**config.mk**
```make
export PLATFORM = sky130hd
export DESIGN_NAME = reg_view_sequencer
export DESIGN_NICKNAME = d
export VERILOG_FILES = /design/src/rtl/display_pkg.sv /design/src/rtl/key_debounce.sv /design/src/rtl/reg_view_sequencer.sv
export SDC_FILE = /design/constraint.sdc
export NUM_CORES = 1
export LEC_CHECK = 0
export ABC_AREA = 1
export CELL_PAD_IN_SITES_DETAIL_PLACEMENT = 0
export CELL_PAD_IN_SITES_GLOBAL_PLACEMENT = 2
export CORE_MARGIN = 2
export CORE_UTILIZATION = 31
export CTS_CLUSTER_SIZE = 14
export DETAILED_ROUTE_END_ITERATION = 8
export PLACE_DENSITY = 0.81
export SYNTH_ARGS = -nofsm -noshare
export SYNTH_HDL_FRONTEND = slang
export SYNTH_SLANG_ARGS = --single-unit
```
**constraint.sdc**
```tcl
create_clock -name clk -period 4.1 [get_ports clk]
set_input_delay 0.82 -clock clk [delete_from_list [all_inputs] [get_ports clk]]
set_output_delay 0.82 -clock clk [all_outputs]
set_load 0.01 [all_outputs]
```
**src/rtl/display_pkg.sv**
```systemverilog
// Shared view indices, seven-segment name codes and sequencer states for the
// register-view display front end.
package display_pkg;

    localparam int NUM_VIEWS = 6;

    localparam logic [2:0] VIEW_AF = 3'd0;
    localparam logic [2:0] VIEW_BC = 3'd1;
    localparam logic [2:0] VIEW_DE = 3'd2;
    localparam logic [2:0] VIEW_HL = 3'd3;
    localparam logic [2:0] VIEW_SP = 3'd4;
    localparam logic [2:0] VIEW_PC = 3'(NUM_VIEWS - 1);

    localparam logic [3:0] CODE_A = 4'h0;
    localparam logic [3:0] CODE_F = 4'h1;
    localparam logic [3:0] CODE_B = 4'h2;
    localparam logic [3:0] CODE_C = 4'h3;
    localparam logic [3:0] CODE_D = 4'h4;
    localparam logic [3:0] CODE_E = 4'h5;
    localparam logic [3:0] CODE_H = 4'h6;
    localparam logic [3:0] CODE_L = 4'h7;
    localparam logic [3:0] CODE_P = 4'h8;
    localparam logic [3:0] CODE_S = 4'hB;

    typedef enum logic [1:0] {SEL, CAPTURE, SHOW} state_e;

    // Returns {left digit code, right digit code} for a view.
    function automatic logic [7:0] name_codes(input logic [2:0] view);
        case (view)
            VIEW_AF: name_codes = {CODE_A, CODE_F};
            VIEW_BC: name_codes = {CODE_B, CODE_C};
            VIEW_DE: name_codes = {CODE_D, CODE_E};
            VIEW_HL: name_codes = {CODE_H, CODE_L};
            VIEW_SP: name_codes = {CODE_S, CODE_P};
            VIEW_PC: name_codes = {CODE_P, CODE_C};
            default: name_codes = {CODE_A, CODE_F};
        endcase
    endfunction

    function automatic logic [2:0] view_step(input logic [2:0] view, input logic up);
        if (up) view_step = (view == VIEW_PC) ? VIEW_AF : view + 3'd1;
        else    view_step = (view == VIEW_AF) ? VIEW_PC : view - 3'd1;
    endfunction

endpackage

```
**src/rtl/key_debounce.sv**
```systemverilog
// Active-low pushbutton conditioner: two-flop synchronizer, stability counter
// and a one-cycle press pulse on the accepted released->pressed transition.
module key_debounce #(
    parameter int DEBOUNCE_CYCLES = 250000
) (
    input  logic clk,
    input  logic rst,
    input  logic key_raw_i,
    output logic press_o
);

    localparam int CW = (DEBOUNCE_CYCLES > 1) ? $clog2(DEBOUNCE_CYCLES) : 1;
    localparam logic [CW-1:0] CNT_LAST = CW'(DEBOUNCE_CYCLES - 1);

    logic          sync1_q;
    logic          sync2_q;
    logic          stable_q;
    logic          press_q;
    logic [CW-1:0] cnt_q;

    always_ff @(posedge clk or posedge rst) begin
        if (rst) begin
            sync1_q  <= 1'b1;
            sync2_q  <= 1'b1;
            stable_q <= 1'b1;
            press_q  <= 1'b0;
            cnt_q    <= '0;
        end else begin
            sync1_q <= key_raw_i;
            sync2_q <= sync1_q;
            press_q <= 1'b0;
            // Any return to the stable level restarts the qualification window.
            if (sync2_q == stable_q) begin
                cnt_q <= '0;
            end else if (cnt_q == CNT_LAST) begin
                stable_q <= sync2_q;
                cnt_q    <= '0;
                press_q  <= ~sync2_q;
            end else begin
                cnt_q <= cnt_q + CW'(1);
            end
        end
    end

    assign press_o = press_q;

endmodule

```
**src/rtl/reg_view_sequencer.sv**
```systemverilog
// Selects which CPU register pair is shown, steps views on keys or a timer,
// and snapshots the pair value returned by the external register-file mux.
module reg_view_sequencer
    import display_pkg::*;
#(
    parameter int DEBOUNCE_CYCLES = 250000,
    parameter int AUTO_PERIOD     = 50000000,
    parameter int REFRESH_PERIOD  = 500000
) (
    input  logic        clk,
    input  logic        rst,
    input  logic        keyNext,
    input  logic        keyPrev,
    input  logic        autoEn,
    input  logic        freeze,
    input  logic [15:0] regData,
    output logic [2:0]  regSel,
    output logic [3:0]  nameCodeHi,
    output logic [3:0]  nameCodeLo,
    output logic        dotHi,
    output logic        dotLo,
    output logic [15:0] valueOut,
    output logic        capValid
);

    localparam int AW = (AUTO_PERIOD > 1) ? $clog2(AUTO_PERIOD) : 1;
    localparam int RW = (REFRESH_PERIOD > 1) ? $clog2(REFRESH_PERIOD) : 1;
    localparam logic [AW-1:0] AUTO_LAST = AW'(AUTO_PERIOD - 1);
    localparam logic [RW-1:0] REF_LAST  = RW'(REFRESH_PERIOD - 1);

    logic          next_ev;
    logic          prev_ev;
    logic          tick;
    logic          step_d;
    logic          step_up_d;
    logic          apply_d;
    logic          apply_up_d;
    logic [2:0]    view_d;

    state_e        state_q;
    logic [AW-1:0] auto_q;
    logic [RW-1:0] ref_q;
    logic [2:0]    view_q;
    logic [3:0]    name_hi_q;
    logic [3:0]    name_lo_q;
    logic [15:0]   value_q;
    logic          cap_q;
    logic          dot_hi_q;
    logic          dot_lo_q;
    logic          pend_q;
    logic          pend_up_q;

    key_debounce #(.DEBOUNCE_CYCLES(DEBOUNCE_CYCLES)) u_key_next (
        .clk       (clk),
        .rst       (rst),
        .key_raw_i (keyNext),
        .press_o   (next_ev)
    );

    key_debounce #(.DEBOUNCE_CYCLES(DEBOUNCE_CYCLES)) u_key_prev (
        .clk       (clk),
        .rst       (rst),
        .key_raw_i (keyPrev),
        .press_o   (prev_ev)
    );

    // Manual presses win over a coincident tick; opposing presses cancel.
    always_comb begin
        tick      = autoEn && (auto_q == AUTO_LAST);
        step_d    = 1'b0;
        step_up_d = 1'b1;
        if (next_ev && prev_ev) begin
            step_d = 1'b0;
        end else if (next_ev) begin
            step_d = 1'b1;
        end else if (prev_ev) begin
            step_d    = 1'b1;
            step_up_d = 1'b0;
        end else if (tick) begin
            step_d = 1'b1;
        end
        apply_d    = step_d | pend_q;
        apply_up_d = step_d ? step_up_d : pend_up_q;
        view_d     = view_step(view_q, apply_up_d);
    end

    always_ff @(posedge clk or posedge rst) begin
        if (rst) begin
            auto_q <= '0;
        end else if (!autoEn || next_ev || prev_ev || tick) begin
            auto_q <= '0;
        end else begin
            auto_q <= auto_q + AW'(1);
        end
    end

    always_ff @(posedge clk or posedge rst) begin
        if (rst) begin
            state_q   <= SEL;
            ref_q     <= '0;
            view_q    <= VIEW_AF;
            name_hi_q <= CODE_A;
            name_lo_q <= CODE_F;
            value_q   <= '0;
            cap_q     <= 1'b0;
            dot_hi_q  <= 1'b1;
            dot_lo_q  <= 1'b1;
            pend_q    <= 1'b0;
            pend_up_q <= 1'b1;
        end else begin
            dot_hi_q <= ~autoEn;
            dot_lo_q <= ~freeze;
            cap_q    <= 1'b0;
            case (state_q)
                SEL: begin
                    if (step_d) begin
                        pend_q    <= 1'b1;
                        pend_up_q <= step_up_d;
                    end
                    state_q <= CAPTURE;
                end
                CAPTURE: begin
                    if (step_d) begin
                        pend_q    <= 1'b1;
                        pend_up_q <= step_up_d;
                    end
                    value_q <= regData;
                    cap_q   <= 1'b1;
                    ref_q   <= '0;
                    state_q <= SHOW;
                end
                SHOW: begin
                    if (apply_d) begin
                        view_q                 <= view_d;
                        {name_hi_q, name_lo_q} <= name_codes(view_d);
                        pend_q                 <= 1'b0;
                        state_q                <= SEL;
                    end else if (ref_q != REF_LAST) begin
                        ref_q <= ref_q + RW'(1);
                    end else if (!freeze) begin
                        state_q <= SEL;
                    end
                end
                default: state_q <= SEL;
            endcase
        end
    end

    assign regSel     = view_q;
    assign nameCodeHi = name_hi_q;
    assign nameCodeLo = name_lo_q;
    assign dotHi      = dot_hi_q;
    assign dotLo      = dot_lo_q;
    assign valueOut   = value_q;
    assign capValid   = cap_q;

endmodule

```
* Yosys cells after proc, flatten, opt, wreduce, memory -nomap -nowiden
Index checks and enable logic that the tools add are counted.
Storage, ports and cells: bits in registers 123, output and inout bits 30, logic and storage cells 104, ROM bits 0, memory bits (writable) 0, memories 0, bits in latches 0
Cells by class: div/mod/pow operators 0, muxes and demuxes 32, $mul 0, reduce and logical (&&, ||, !) cells 17, add/subtract/negate cells 6, shift-type cells 0, eq/ne operators 20, bitwise operators 7, $lt $le $gt $ge 0
Operators with widths (count):
- 2-to-1 mux 18 bit | 4
- case mux 8 bit (5 select lines) | 1
- 2-to-1 mux 19 bit | 2
- case mux 19 bit (2 select lines) | 1
- adder 18 x 1 -> 18 bit (second input constant) | 2
- == test 18 bit (second input constant) | 2
- adder 26 x 1 -> 26 bit (second input constant) | 1
- == test 26 bit (second input constant) | 1
- 2-to-1 mux 26 bit | 1
- adder 19 x 1 -> 19 bit (second input constant) | 1
- inequality test 19 bit (second input constant) | 1
- 2-to-1 mux 1 bit | 15
- == test 3 bit (second input constant) | 3
- 2-to-1 mux 3 bit | 3
- AND reduction 2 bit | 4
- == test 3 x 2 -> 1 bit (second input constant) | 2
- 2-to-1 mux 2 bit | 3
- inequality test 2 bit (second input constant) | 3
- inequality test 3 bit (second input constant) | 2
- NOT 1 bit | 6
- case mux 2 bit (3 select lines) | 1
- AND reduction 3 bit | 2
- nonzero test 2 bit | 2
- adder 3 x 1 -> 3 bit (second input constant) | 1
- 14 further kinds | 18

* Depth between registers and ports, before layout
depth after elaboration 10, mapped depth 16, depth with buffers taken out 16

* Modules after synthesis
From an unflattened synthesis, not the netlist that was laid out.
Second synthesis, totals: cell total of the unflattened synthesis 792, area total of the unflattened synthesis 6344.8 sq um
By module, submodules not included:
- reg_view_sequencer | instances 1, area each 3987.6 sq um, cells an instance 502
- key_debounce | instances 2, area each 1178.6 sq um, cells an instance 145

* Least setup slack after synthesis
Ideal clock, no wire load.
kind input port to flip-flop, from input autoEn, to register ref_q[14], path buffers 1, required time 3.983 ns, setup slack 2.152 ns, arrival 1.831 ns, stages 13, cells stage by stage nand2_1 -> nor2_1 -> nand2_1 -> nor2_1 -> nand2_1 -> nand2_2 -> nand2_4 -> nand2_2 -> o21ai_4 -> nand2_4 -> buf_2 -> nand2_1 -> nand2_1
Between the ends: cells in the longest elaborated chain, start to end 8
RTL lines:
- start, declared | RTL line reg_view_sequencer.sv:14 | input logic autoEn,
- logical AND 1 bit | RTL line reg_view_sequencer.sv:69 | tick = autoEn && (auto_q == AUTO_LAST);
- 2-to-1 mux 1 bit | RTL line reg_view_sequencer.sv:79 | end else if (tick) begin
- 2-to-1 mux 1 bit | RTL line reg_view_sequencer.sv:76 | end else if (prev_ev) begin
- 2-to-1 mux 1 bit | RTL line reg_view_sequencer.sv:74 | end else if (next_ev) begin
- 2-to-1 mux 1 bit | RTL line reg_view_sequencer.sv:72 | if (next_ev && prev_ev) begin
- bitwise OR 1 bit | RTL line reg_view_sequencer.sv:82 | apply_d = step_d | pend_q;
- inequality test 2 bit (no line)
- AND reduction 3 bit (no line)
- end signal, assigned | RTL line reg_view_sequencer.sv:139 | ref_q <= ref_q + RW'(1);
- end, declared | RTL line reg_view_sequencer.sv:42 | logic [RW-1:0] ref_q;
Every way passes these cells. A chain may end at the register's enable or synchronous reset.

* Worst setup path after layout
from input autoEn, to register ref_q[2]
Same word-level chain as after synthesis.

==> summary.txt <==
Placement
  – Hpwl dp: 9.90 mm
  – GP Congestion: 0.786
  – Port buffer count: 51
  – Dpl ws: 1280 ps
  – Inst Count DP: 1052

Die
  – Starting Density: 31.5%
  – IO Pins: 52
  – Die H: 144 µm
  – Core Footprint: 0.0193 mm²
  – Chip Width: 144 µm
  – # rows: 51
  – Die ar.: 0.0208 mm²

Setup path
  – Critical path cell sequence: clkdlybuf4s50_1 > nand2_1 > nor2_1 > nand2_1 > nor2_1 > nand2_1 > nand2_2 > nand2_4 > nand2_2 > o21ai_4 > nand2_4 > inv_4 > nand3_1 > o21ai_1
  – Buf/Inv on CP: 2
  – CP endpoint kind: flop
  – RR Endpoint: valueOut[6]
  – Slowest cell on the critical path: clkdlybuf4s50_1
  – Worst setup path start: autoEn
  – Crit path max-delay family: simple AND/OR/NAND/NOR gates
  – RR Startpoint: state_q[1]
  – R2R depth: 5
  – Worst path depth: 14
  – CP Data Required Time: 4440 ps
  – Crit path to: ref_q[2]
  – CP most frequent cell: nand2_1
  – CP peak stage delay: 420 ps
  – Crit Path Category: in -> reg
  – Flop2flop setup slack: 1800 ps
  – Type of origin of the critical path: input port
  – Critical path data arrival time: 2700 ps
  – Crit-path max FO: 22

Clock tree
  – CTS tree: yes
  – Cts hold-fix bufs: 0
  – # resized after CTS: 0
  – TritonCTS Sinks: 121
  – H-tree depth: 4
  – Root Driver: clkbuf_16
  – Max Root-Sink Buffers: 2
  – Clk pin slew, worst setup/hold paths: 50 ps
  – Num CTS Buffers: 17
  – Post-CTS Setup Repair Bufs: 0
  – Clk Latency, worst-skew pair: 420 ps

Route
  – Via density: 4.47
  – Initial DRC Count: 242
  – Routed WL per cell: 12.7 µm
  – Final antenna-violating net count: 0
  – DR pass1 iterations: 4
  – DRT Wirelength: 13.8 mm
  – Drt drc: 0
  – Via count: 4843

Logic synthesis
  – Synth warn: 0
  – Mux share of post-synthesis cell area: 0.329%
  – Post-Synthesis Cells: 746
  – Post-Syn Nets: 773
  – Adder-cell share of the synthesized area: 1.03%
  – Seq/Total Area, Yosys: 50.0%
  – Synth Area in XOR/XNOR: 4.47%
  – Post-Syn Area: 0.00608 mm²
  – Mean post-synth cell area: 8.15 µm²
  – Distinct cells, synth: 45
  – Complex-gate fraction of the synthesized area: 7.18%
  – Combinational family with the most area after synthesis: simple AND/OR/NAND/NOR gates
  – Post-Synth Simple-Gate Area: 30.2%
  – Yosys reg bits: 121

Global route
  – Initial antenna violation count: 0
  – Vias in the first global route: 4850
  – Largest net degree at the start of global routing: 53
  – Total Routing Usage GR: 14.7%
  – Global route overflow: 0
  – First-pass GRT wire length: 23.8 mm

Timing
  – Final-report max-slew violation count: 0
  – Relative slew slack: 43.9%
  – Period utilisation layout: 57.4%
  – Endpoints failing hold: 0
  – Final setup viols: 0
  – Final hold slack: 354 ps
  – Fin Setup TNS: 0 ps
  – Max Clock Skew: 10.5 ps
  – Setup slack after layout: 1740 ps
  – Slew @ Worst Pin: 840 ps
  – Fin crit period: 2360 ps
  – RSZ-0062 raised after global routing: no
  – FMAX: 425 MHz

Worst hold path
  – Hold Crit Class: reg -> reg
  – Hold depth: 0

Power
  – Lkg Pwr: 0.00327 µW
  – Pwr/cell area: 364 mW/mm²
  – Total power: 2700 µW
  – VDD IR max: 0.284 mV

Cells and area
  – Share of layout cells above drive strength 1: 9.04%
  – N_diodes: 0
  – Finished Layout Cells: 1084
  – Final nets: 833
  – P&R area growth vs syn: 22.0%

Run
  – # Max-Cap Violations: 0

Run status
  – Status: complete, no violations
-- logic make-up (layout without fill, tap and decap cells) --
| logic type | after synthesis | count (layout) |
|---|---|---|
| compound gates | 74 | 74 |
| xor+xnor | 31 | 31 |
| fa+ha+maj | 5 | 5 |
| buf+inv | 101 | 174 |
| flops | 121 | 121 |
| mux | 2 | 2 |
| simple gates | 412 | 412 |
-- layout by cell type, fill, tap and decap left out, types with 21 or more instances in the layout --
master	n
a21oi_1	27
clkdlybuf4s50_1	51
dfrtp_1	111
inv_1	79
nand2_1	196
nand3_1	33
nor2_1	98
nor3_1	29
o21ai_0	21
xor2_1	21
-- layout make-up --
cell class / count / area, µm²
clock buffer: 23 / 458
clock inverter: 9 / 75.1
fill: 1977 / 11900
inverter: 87 / 332
multi-input combinational: 524 / 2630
sequential: 121 / 3040
tap: 265 / 332
timing repair buffer: 55 / 553
-- power by group --
part	internal, µW	total [µW]	switching, µW
Sequential	1220	1230	12.5
Clock	840	1360	523
Combinational	49.6	110	60.8
-- metal layers --
metal	track usage, %	vias to the layer above	share of wire [%]
met4	5.42	0	1.6
met1	19.7	2239	50
li1	-	2521	-
met3	3.28	16	2.9
met5	0	-	0
met2	23.5	67	45
-- registers in the layout, summed over array words and instances (netlist names), 2 cells and up --
| register | cells |
|---|---|
| auto_q | 26 |
| nameCodeHi | 4 |
| nameCodeLo | 2 |
| ref_q | 19 |
| regSel | 3 |
| state_q | 2 |
| u_key_next.cnt_q | 18 |
| u_key_prev.cnt_q | 18 |
| valueOut | 16 |
-- per-stage QoR --
step                util (%)  instance area [µm²]
CTS                     38.4                 7420
detailed placement      35.6                 6880
finish                  38.4                 7420
floorplan                  -                 6080
global placement        35.6                 6880
global route            38.4                 7420
-- Yosys cell counts (all sizes together) --
cell / number / area, µm²
dfrtp: 111 / 2780
xor2: 21 / 184
inv: 85 / 322
or2: 1 / 6.26
buf: 9 / 66.3
nor3: 35 / 205
o211ai: 1 / 7.51
nand4: 18 / 113
and3b: 2 / 17.5
a31oi: 5 / 31.3
a21oi: 27 / 135
o21a: 4 / 30.0
o21ai: 33 / 195
nand2: 201 / 777
xnor2: 10 / 87.6
ha: 5 / 62.6
nor3b: 2 / 20.0
mux2i: 2 / 20.0
a21boi: 1 / 7.51
clkbuf: 5 / 18.8
clkinv: 2 / 7.51
dfstp: 10 / 263
nand3: 35 / 185
o211a: 1 / 10.0
nor4: 13 / 87.6
nand3b: 2 / 15.0
nor2: 103 / 409
a211oi: 2 / 20.0
-- how the worst min path moves through the flow --
stage	endpoint	start
after floorplan	u_key_next.sync2_q	u_key_next.sync1_q
after global placement	u_key_prev.sync2_q	u_key_prev.sync1_q
after detailed placement	u_key_next.sync2_q	u_key_next.sync1_q
after CTS	u_key_next.sync2_q	u_key_next.sync1_q
after global routing	u_key_next.sync2_q	u_key_next.sync1_q
final	u_key_next.sync2_q	u_key_next.sync1_q
No activity file was read; power rests on OpenSTA's default activity.
